### src/rtl/prio_enc_q_if.sv
// Issue channel of prio_enc_q: one encoded request index per valid/ready transfer.
// A transfer happens on a rising clk edge where out_valid & out_ready; while out_valid is high and
// out_ready is low the producer keeps out_valid and out_idx stable, and out_ready may change at any time.
interface prio_enc_q_if #(
    parameter int IW = 3
);
    logic          out_valid;
    logic          out_ready;
    logic [IW-1:0] out_idx;

    modport master (
        output out_valid,
        output out_idx,
        input  out_ready
    );

    modport slave (
        input  out_valid,
        input  out_idx,
        output out_ready
    );
endinterface

### src/rtl/prio_enc_q.sv
// Registered priority encoder with a pending register: request pulses are latched, then issued one index
// at a time, either highest-index-first or round-robin.
module prio_enc_q #(
    parameter int N    = 8,
    parameter int IW   = $clog2(N),
    parameter int MODE = 0,
    parameter int CW   = 8
) (
    input  logic          clk,
    input  logic          rst,
    input  logic [N-1:0]  req,
    prio_enc_q_if.master  issue,
    output logic [N-1:0]  pending,
    output logic          busy,
    output logic [CW-1:0] merge_cnt
);

    localparam int SW = CW + $clog2(N + 1) + 1;
    localparam logic [SW-1:0] CMAX = SW'({CW{1'b1}});

    logic [IW-1:0] last;
    logic          load_en;
    logic          do_load;
    logic [IW-1:0] sel;
    logic [N-1:0]  below;
    logic [N-1:0]  low_pend;
    logic [N-1:0]  load_mask;
    logic [N-1:0]  merged;
    logic [SW-1:0] merge_add;
    logic [SW-1:0] merge_sum;
    logic [CW-1:0] merge_next;

    function automatic logic [IW-1:0] top_idx(input logic [N-1:0] v);
        top_idx = '0;
        for (int i = 0; i < N; i++) begin
            if (v[i]) top_idx = IW'(i);
        end
    endfunction

    // Round-robin: bits below last are searched first (last-1 down to 0); if none, wrap to the full vector.
    always_comb begin
        below = '0;
        for (int i = 0; i < N; i++) begin
            below[i] = (i < int'(last));
        end
        low_pend = pending & below;
        if (MODE == 1 && low_pend != '0) sel = top_idx(low_pend);
        else                             sel = top_idx(pending);
    end

    assign load_en   = !issue.out_valid | issue.out_ready;
    assign do_load   = load_en & (|pending);
    assign load_mask = do_load ? (N'(1) << sel) : '0;
    assign merged    = req & pending & ~load_mask;
    assign busy      = issue.out_valid | (|pending);

    always_comb begin
        merge_add = '0;
        for (int i = 0; i < N; i++) begin
            merge_add = merge_add + SW'(merged[i]);
        end
        merge_sum  = SW'(merge_cnt) + merge_add;
        merge_next = (merge_sum > CMAX) ? {CW{1'b1}} : merge_sum[CW-1:0];
    end

    always_ff @(posedge clk) begin
        if (rst) begin
            pending         <= '0;
            issue.out_valid <= 1'b0;
            issue.out_idx   <= '0;
            merge_cnt       <= '0;
            last            <= '0;
        end else begin
            pending   <= (pending & ~load_mask) | req;
            merge_cnt <= merge_next;
            if (load_en) begin
                if (do_load) begin
                    issue.out_idx   <= sel;
                    issue.out_valid <= 1'b1;
                    last            <= sel;
                end else begin
                    issue.out_valid <= 1'b0;
                end
            end
        end
    end

endmodule
### src/flat_wrapper.sv
// flat-port wrapper written by rule: the top's interface ports become plain ports
module prio_enc_q_flat 
#(
    parameter int N    = 8,
    parameter int IW   = $clog2(N),
    parameter int MODE = 0,
    parameter int CW   = 8
)
  (clk, rst, req, pending, busy, merge_cnt, issue_out_valid, issue_out_idx, issue_out_ready);
  prio_enc_q_if #(.IW(IW)) issue_i ();
  input  logic clk;
  input  logic rst;
  input  logic [N-1:0] req;
  output logic [N-1:0] pending;
  output logic busy;
  output logic [CW-1:0] merge_cnt;
  output wire logic [$bits(issue_i.out_valid)-1:0] issue_out_valid;
  output wire logic [$bits(issue_i.out_idx)-1:0] issue_out_idx;
  input wire logic [$bits(issue_i.out_ready)-1:0] issue_out_ready;
  assign issue_out_valid = issue_i.out_valid;
  assign issue_out_idx = issue_i.out_idx;
  assign issue_i.out_ready = issue_out_ready;
  prio_enc_q #(.N(N), .IW(IW), .MODE(MODE), .CW(CW)) u_core (.clk(clk), .rst(rst), .req(req), .issue(issue_i), .pending(pending), .busy(busy), .merge_cnt(merge_cnt));
endmodule
### config.mk
export PLATFORM = sky130hd
export DESIGN_NAME = prio_enc_q_flat
export DESIGN_NICKNAME = d
export VERILOG_FILES = /design/src/rtl/prio_enc_q_if.sv /design/src/rtl/prio_enc_q.sv /design/src/flat_wrapper.sv
export SDC_FILE = /design/constraint.sdc
export NUM_CORES = 1
export LEC_CHECK = 0
export CORE_MARGIN = 2
export CORE_UTILIZATION = 48
export CTS_CLUSTER_DIAMETER = 120
export DETAILED_ROUTE_END_ITERATION = 12
export PLACE_DENSITY_LB_ADDON = 0.2
export REMOVE_ABC_BUFFERS = 1
export SLEW_MARGIN = 10
export SYNTH_ARGS = -nofsm -noshare
export SYNTH_HDL_FRONTEND = slang
export SYNTH_SLANG_ARGS = --single-unit
### constraint.sdc
create_clock -name clk -period 6.78 [get_ports clk]
set_input_delay 1.356 -clock clk [delete_from_list [all_inputs] [get_ports clk]]
set_output_delay 1.356 -clock clk [all_outputs]
set_load 0.01 [all_outputs]
==> results.cfg, run 1 <==
[run_status]
status = finished clean

[logic_synthesis]
ys_warn_count = 0
synthCells = 142
syn_area_mm2 = 0.00124
synth_seq_cells = 20
ys_async_sr_fraction_pct = 0
yosysSeqAreaShare_pct = 32.2
ys_types = 37
synth_area_per_cell_um2 = 8.76
synthFlopType = dfxtp_1
synth-edff-count = 0

[floorplan]
dieArea_mm2 = 0.00301
die_w_um = 54.9
core_area_mm2 = 0.00248
num_io_pins = 32
start_util_pct = 50.2
fp.dieH_um = 54.9
rows = 18

[grt]
grt_max_degree = 25
track_usage_pct = 18.6
grt_pass1_wl_um = 4080
grt_pass1_vias = 1022
antenna_found_initial = 0
gr-total-overflow = 0

[route]
first_pass_iters = 4
vias = 1151
drt-total-wl_um = 2660
drc = 0
wl_per_cell_um = 13.0
drt_iter0_drc = 17
drt.antenna.violating_nets = 0
viasPerCell = 5.64

[cells_and_area]
nets = 203
fin_cells = 204
seq_area_um2 = 400
area_delta_synth_final_pct = 29.2
layout-drive-gt1-share_pct = 7.47
final.fill_count = 214
multi_input_area_um2 = 787
antenna_cells = 0

[critical_path]
cp_max_fo = 6
reg2reg_slack_ns = 1.99
endpoint_kind = register
crit_arrival_ns = 5.80
critPathLaunchType = input pin
reg2reg_depth = 15
cpMaxStageDelayCell = fa_1
critical_path_required_ns = 6.95
worstPathCellList = clkdlybuf4s50_1 > or2b_2 > nand3_2 > o311a_2 > ha_1 > inv_1 > fa_1 > fa_1 > inv_1 > fa_1 > ha_1 > fa_1 > a21o_1 > nor4_1 > a211oi_1 > a21boi_0
crit_path_max_incr_delay_ns = 0.55
cpMostUsedCell = fa_1
critPathKind = in2reg

[sta]
tightestPinTransition_ns = 0.859
period_minus_slack_ns = 5.63
fin_skew_ns = 0.00776
setup_viol = 0
timing.fmax_mhz = 178
hold_viol_final = 0
rsz0062_at_grt = no
slew_viol_final = 0
tns_ns = 0
relSlewSlack_pct = 42.6
period_share_pct = 83.1

[placed_design]
io_buffers = 31
hpwl_um = 2070
gp_congestion = 0.830
placed_cells = 201

[clock_tree]
cts_setup_buffers = 0
cts.sinks = 20
numCtsBuffers = 3
cts_buffer_depth = 2
root_buffer = clkbuf_4
htree_levels = 1
tritoncts = yes
cts_hold_buf = 0
clk_pin_slew_ns = 0.10
clock_latency_ns = 0.29
ctsResizeCount = 0

[power_and_ir_drop]
ir_drop_v = 0.000140
p_leak_nw = 0.694
power.density_mw_per_mm2 = 199

[worst_hold_path]
hold_depth = 2
worst_hold_path_type = reg2reg

[flow_run]
drv_cap = 0
registers in the layout, summed over array words and instances, names as in the netlist:
register,count
u_core.pending,8
u_core.merge_cnt,8
u_core.issue.out_valid,1
u_core.issue.out_idx,3
report_power, final:
part	internal (mW)	switching [mW]	leakage, nW
Clock	0.0206	0.0342	0.0138
Combinational	0.0632	0.0581	0.515
Sequential	0.131	0.0122	0.165
Total	0.215	0.105	0.694
worst max-delay path, delay by kind of cell:
kind / cells / cell delay (ns)
simple gates: 3 / 0.55
fa+ha+maj: 6 / 2.46
buf+inv: 3 / 0.58
compound gates: 4 / 0.85
logic make-up after synthesis:
logic type,count (synthesis),synth area share (%)
AO/OA/AOI/OAI,41,20.1
XOR/XNOR,2,1.41
adder cells (fa/ha/maj),16,18.5
buffers and inverters,15,4.53
flip-flops,20,32.2
multiplexers,2,1.71
AND/OR/NAND/NOR,46,21.5
cell usage in the layout, fill, tap and decap left out, types with 2 or more instances in the layout:
cell and count:
ha_1 12, o21ai_0 11, a21oi_1 14, or2_2 3, o311ai_0 2, nand3_1 3, nor3_1 3, inv_1 13
nor4_1 4, a211oi_1 4, nand2_1 4, o31ai_1 2, fa_1 4, nor2_1 16, a21o_1 2, clkdlybuf4s50_1 31
clkbuf_4 3, nor2b_1 3, xnor2_1 2, dfxtp_1 20
cells in the mapped netlist, types with 2 or more instances:
| master | instances | area [um2] |
|---|---|---|
| inv_1 | 13 | 48.8 |
| ha_1 | 12 | 150 |
| a21oi_1 | 14 | 70.1 |
| fa_1 | 4 | 80.1 |
| a211oi_1 | 4 | 30.0 |
| clkbuf_1 | 2 | 7.51 |
| or2_2 | 3 | 18.8 |
| nor3_1 | 3 | 15.0 |
| nand2_1 | 4 | 15.0 |
| nor4_1 | 4 | 25.0 |
| o311ai_0 | 2 | 17.5 |
| nor2b_1 | 3 | 18.8 |
| a21o_1 | 2 | 15.0 |
| nand3_1 | 3 | 15.0 |
| o31ai_1 | 2 | 15.0 |
| nor2_1 | 16 | 60.1 |
| xnor2_1 | 2 | 17.5 |
| dfxtp_1 | 20 | 400 |
| o21ai_0 | 11 | 55.1 |
layout make-up:
type / instances / share of cell area, %
inverter: 13 / 3.04
tap: 30 / 2.34
clock buffer: 3 / 1.40
timing repair buffer: 31 / 19.3
multi-input combinational: 107 / 49.0
sequential: 20 / 24.9
stage by stage:
step / hold WS (ns) / util [%] / cell area [um2] / worst slack, ns / total power [mW]
5_1_grt: 0.524 / 64.8 / 1610 / 0.923 / 0.345
3_3_place_gp: 0.474 / 63.9 / 1580 / 0.909 / 0.265
6_report: 0.511 / 64.8 / 1610 / 1.15 / 0.319
2_1_floorplan: 0.515 / - / 1240 / 1.57 / 0.216
3_5_place_dp: 0.490 / 63.9 / 1580 / 0.829 / 0.268
4_1_cts: 0.515 / 64.8 / 1610 / 1.15 / 0.323
worst paths after layout:
path	to	startpoint
hold reg to reg	u_core.issue.out_idx[2]	u_core.issue.out_idx[2]
setup reg to reg	u_core.merge_cnt[7]	u_core.pending[7]
setup / recovery	u_core.merge_cnt[7]	issue_out_ready
hold / removal	u_core.issue.out_idx[2]	u_core.issue.out_idx[2]
routing by layer:
layer | track usage, % | vias up | share of wire [%]
met3 | 2.42 | 6 | 3.5
met5 | 0 | - | 0
met1 | 20.6 | 540 | 46
li1 | - | 581 | -
met4 | 7.32 | 0 | 1.9
met2 | 35.5 | 24 | 49
Note: power is estimated with default switching activity, not from simulation.
==> run 2, diff against run 1 <==
Settings changed: CORE_UTILIZATION 48 to 43.
Clock period 6.78 ns to 4.8 ns, I/O delays scaled along.
==> results.cfg, run 2 (synthesis gave the netlist of run 1 again) <==
[critical_path]
cp_max_fo = 3
endpoint_kind = register
critPathLaunchType = input pin
crit_arrival_ns = 4.75
critical_path_required_ns = 4.97
critPathKind = in2reg

[sta]
setup_slack_ns = 0.215
timing.fmax_mhz = 218
holdWs_ns = 0.510
hold_viol_final = 0
period_share_pct = 95.5
setup_viol = 0
tns_ns = 0
fin_skew_ns = 0.0112
period_minus_slack_ns = 4.58
rsz0062_at_grt = no
tightestPinTransition_ns = 0.840
relSlewSlack_pct = 43.8
slew_viol_final = 0

[worst_hold_path]
worst_hold_path_type = reg2reg

[floorplan]
core_area_mm2 = 0.00276
dieArea_mm2 = 0.00334
start_util_pct = 45.1
die_w_um = 57.8
rows = 19
fp.dieH_um = 57.8
num_io_pins = 32

[power_and_ir_drop]
total_power_uw = 536
power.density_mw_per_mm2 = 302
p_leak_nw = 0.780
ir_drop_v = 0.000209

[clock_tree]
cts_hold_buf = 0
clock_latency_ns = 0.31
cts.sinks = 20
clk_pin_slew_ns = 0.13
root_buffer = clkbuf_4
tritoncts = yes
cts_buffer_depth = 2
numCtsBuffers = 3
htree_levels = 1

[route]
drt-total-wl_um = 3090
drt-met1-wl_um = 1260
wl_met2_um = 1670
viasPerCell = 5.65
met3_wirelength_um = 131
first_pass_iters = 4
vias = 1238
drt.antenna.violating_nets = 0
wl_per_cell_um = 14.1
top_layer = met4
drt_iter0_drc = 50
drc = 0

[placed_design]
gp_congestion = 0.875
hpwl_um = 2310
post-place-ws_ns = -0.653
io_buffers = 31
placed_area_mm2 = 0.00168

[cells_and_area]
antenna_cells = 0
reg_top3 = u_core.merge_cnt x8, u_core.pending x8, u_core.issue.out_idx x3
post-route-cell-area_mm2 = 0.00177
nets = 216
final.fill_count = 246
mostFrequentLayoutCell = clkdlybuf4s50_1
area_delta_synth_final_pct = 42.7
final_cell_mix = clkdlybuf4s50_1, dfxtp_1, nor2_1
layout-drive-gt1-share_pct = 17.0

[run_status]
status = finished clean

[grt]
gr-total-overflow = 0
antenna_found_initial = 0
grt_pass1_wl_um = 5180
track_usage_pct = 20.0
grt_pass1_vias = 1160
grt_max_degree = 25

[flow_run]
drv_cap = 0
-- run 2: area by class of cell --
class	count	area (um2)	share of cell area (%)
Clock buffer	3	22.5	1.27
Clock inverter	1	30.0	1.69
Inverter	13	48.8	2.75
Multi-Input combinational cell	107	827	46.6
Sequential cell	20	400	22.6
Tap cell	31	38.8	2.19
Timing Repair Buffer	44	407	22.9
-- run 2: timing repair --
item | 4_1_cts | 5_1_grt
gates cloned | 0 | 0
setup endpoints to repair | 8 | 6
gates resized for setup | 13 | 2
pin swaps | 8 | 3
buffers inserted | 1 | 0
hold endpoints to repair | 0 | 0
-- run 2: final timing paths --
| check | from | endpoint | cells past startpoint | slack, ns |
|---|---|---|---|---|
| setup / recovery | issue_out_ready | u_core.merge_cnt[5] | 17 | 0.22 |
| setup reg to reg | u_core.pending[3] | u_core.merge_cnt[5] | 16 | 0.40 |
| hold / removal | u_core.issue.out_idx[2] | u_core.issue.out_idx[2] | 2 | 0.51 |
| hold reg to reg | u_core.issue.out_idx[2] | u_core.issue.out_idx[2] | 2 | 0.51 |
-- run 2: power breakdown --
group	internal [mW]	switching (mW)	total (mW)
Combinational	0.103	0.0913	0.194
Sequential	0.185	0.0155	0.201
Clock	0.0844	0.0573	0.142
Total	0.372	0.164	0.536
-- run 2: layer usage --
metal  up-vias  global-route usage (%)
met5         -                       0
met4         0                    7.31
met3         2                    2.01
met2        39                    37.0
met1       592                    23.8
li1        605                       -
-- run 2: worst max-delay path, cell delays in order --
cell and delay (ns):
dlygate4sd2_1 0.24, or2b_4 0.27, buf_4 0.15, nand2_2 0.08, o21ai_1 0.08, or2_4 0.25
fa_1 0.49, fa_1 0.50, inv_1 0.05, fa_1 0.44, ha_2 0.21, buf_4 0.13
a211oi_1 0.24, nor2_1 0.10, buf_4 0.15, o21ai_0 0.25, o311ai_0 0.16
-- run 2: metrics by stage --
stage | instances | utilization [%]
2_1_floorplan | 140 | -
3_3_place_gp | 214 | 60.8
3_5_place_dp | 214 | 60.8
4_1_cts | 219 | 64.2
5_1_grt | 219 | 64.3
6_report | 219 | 64.3
==> run 3, diff against run 2 <==
Settings changed: SKIP_LAST_GASP set to 1.
==> results of run 3 <==
No change in the layout: final DEF, timing and power equal those of run 2.
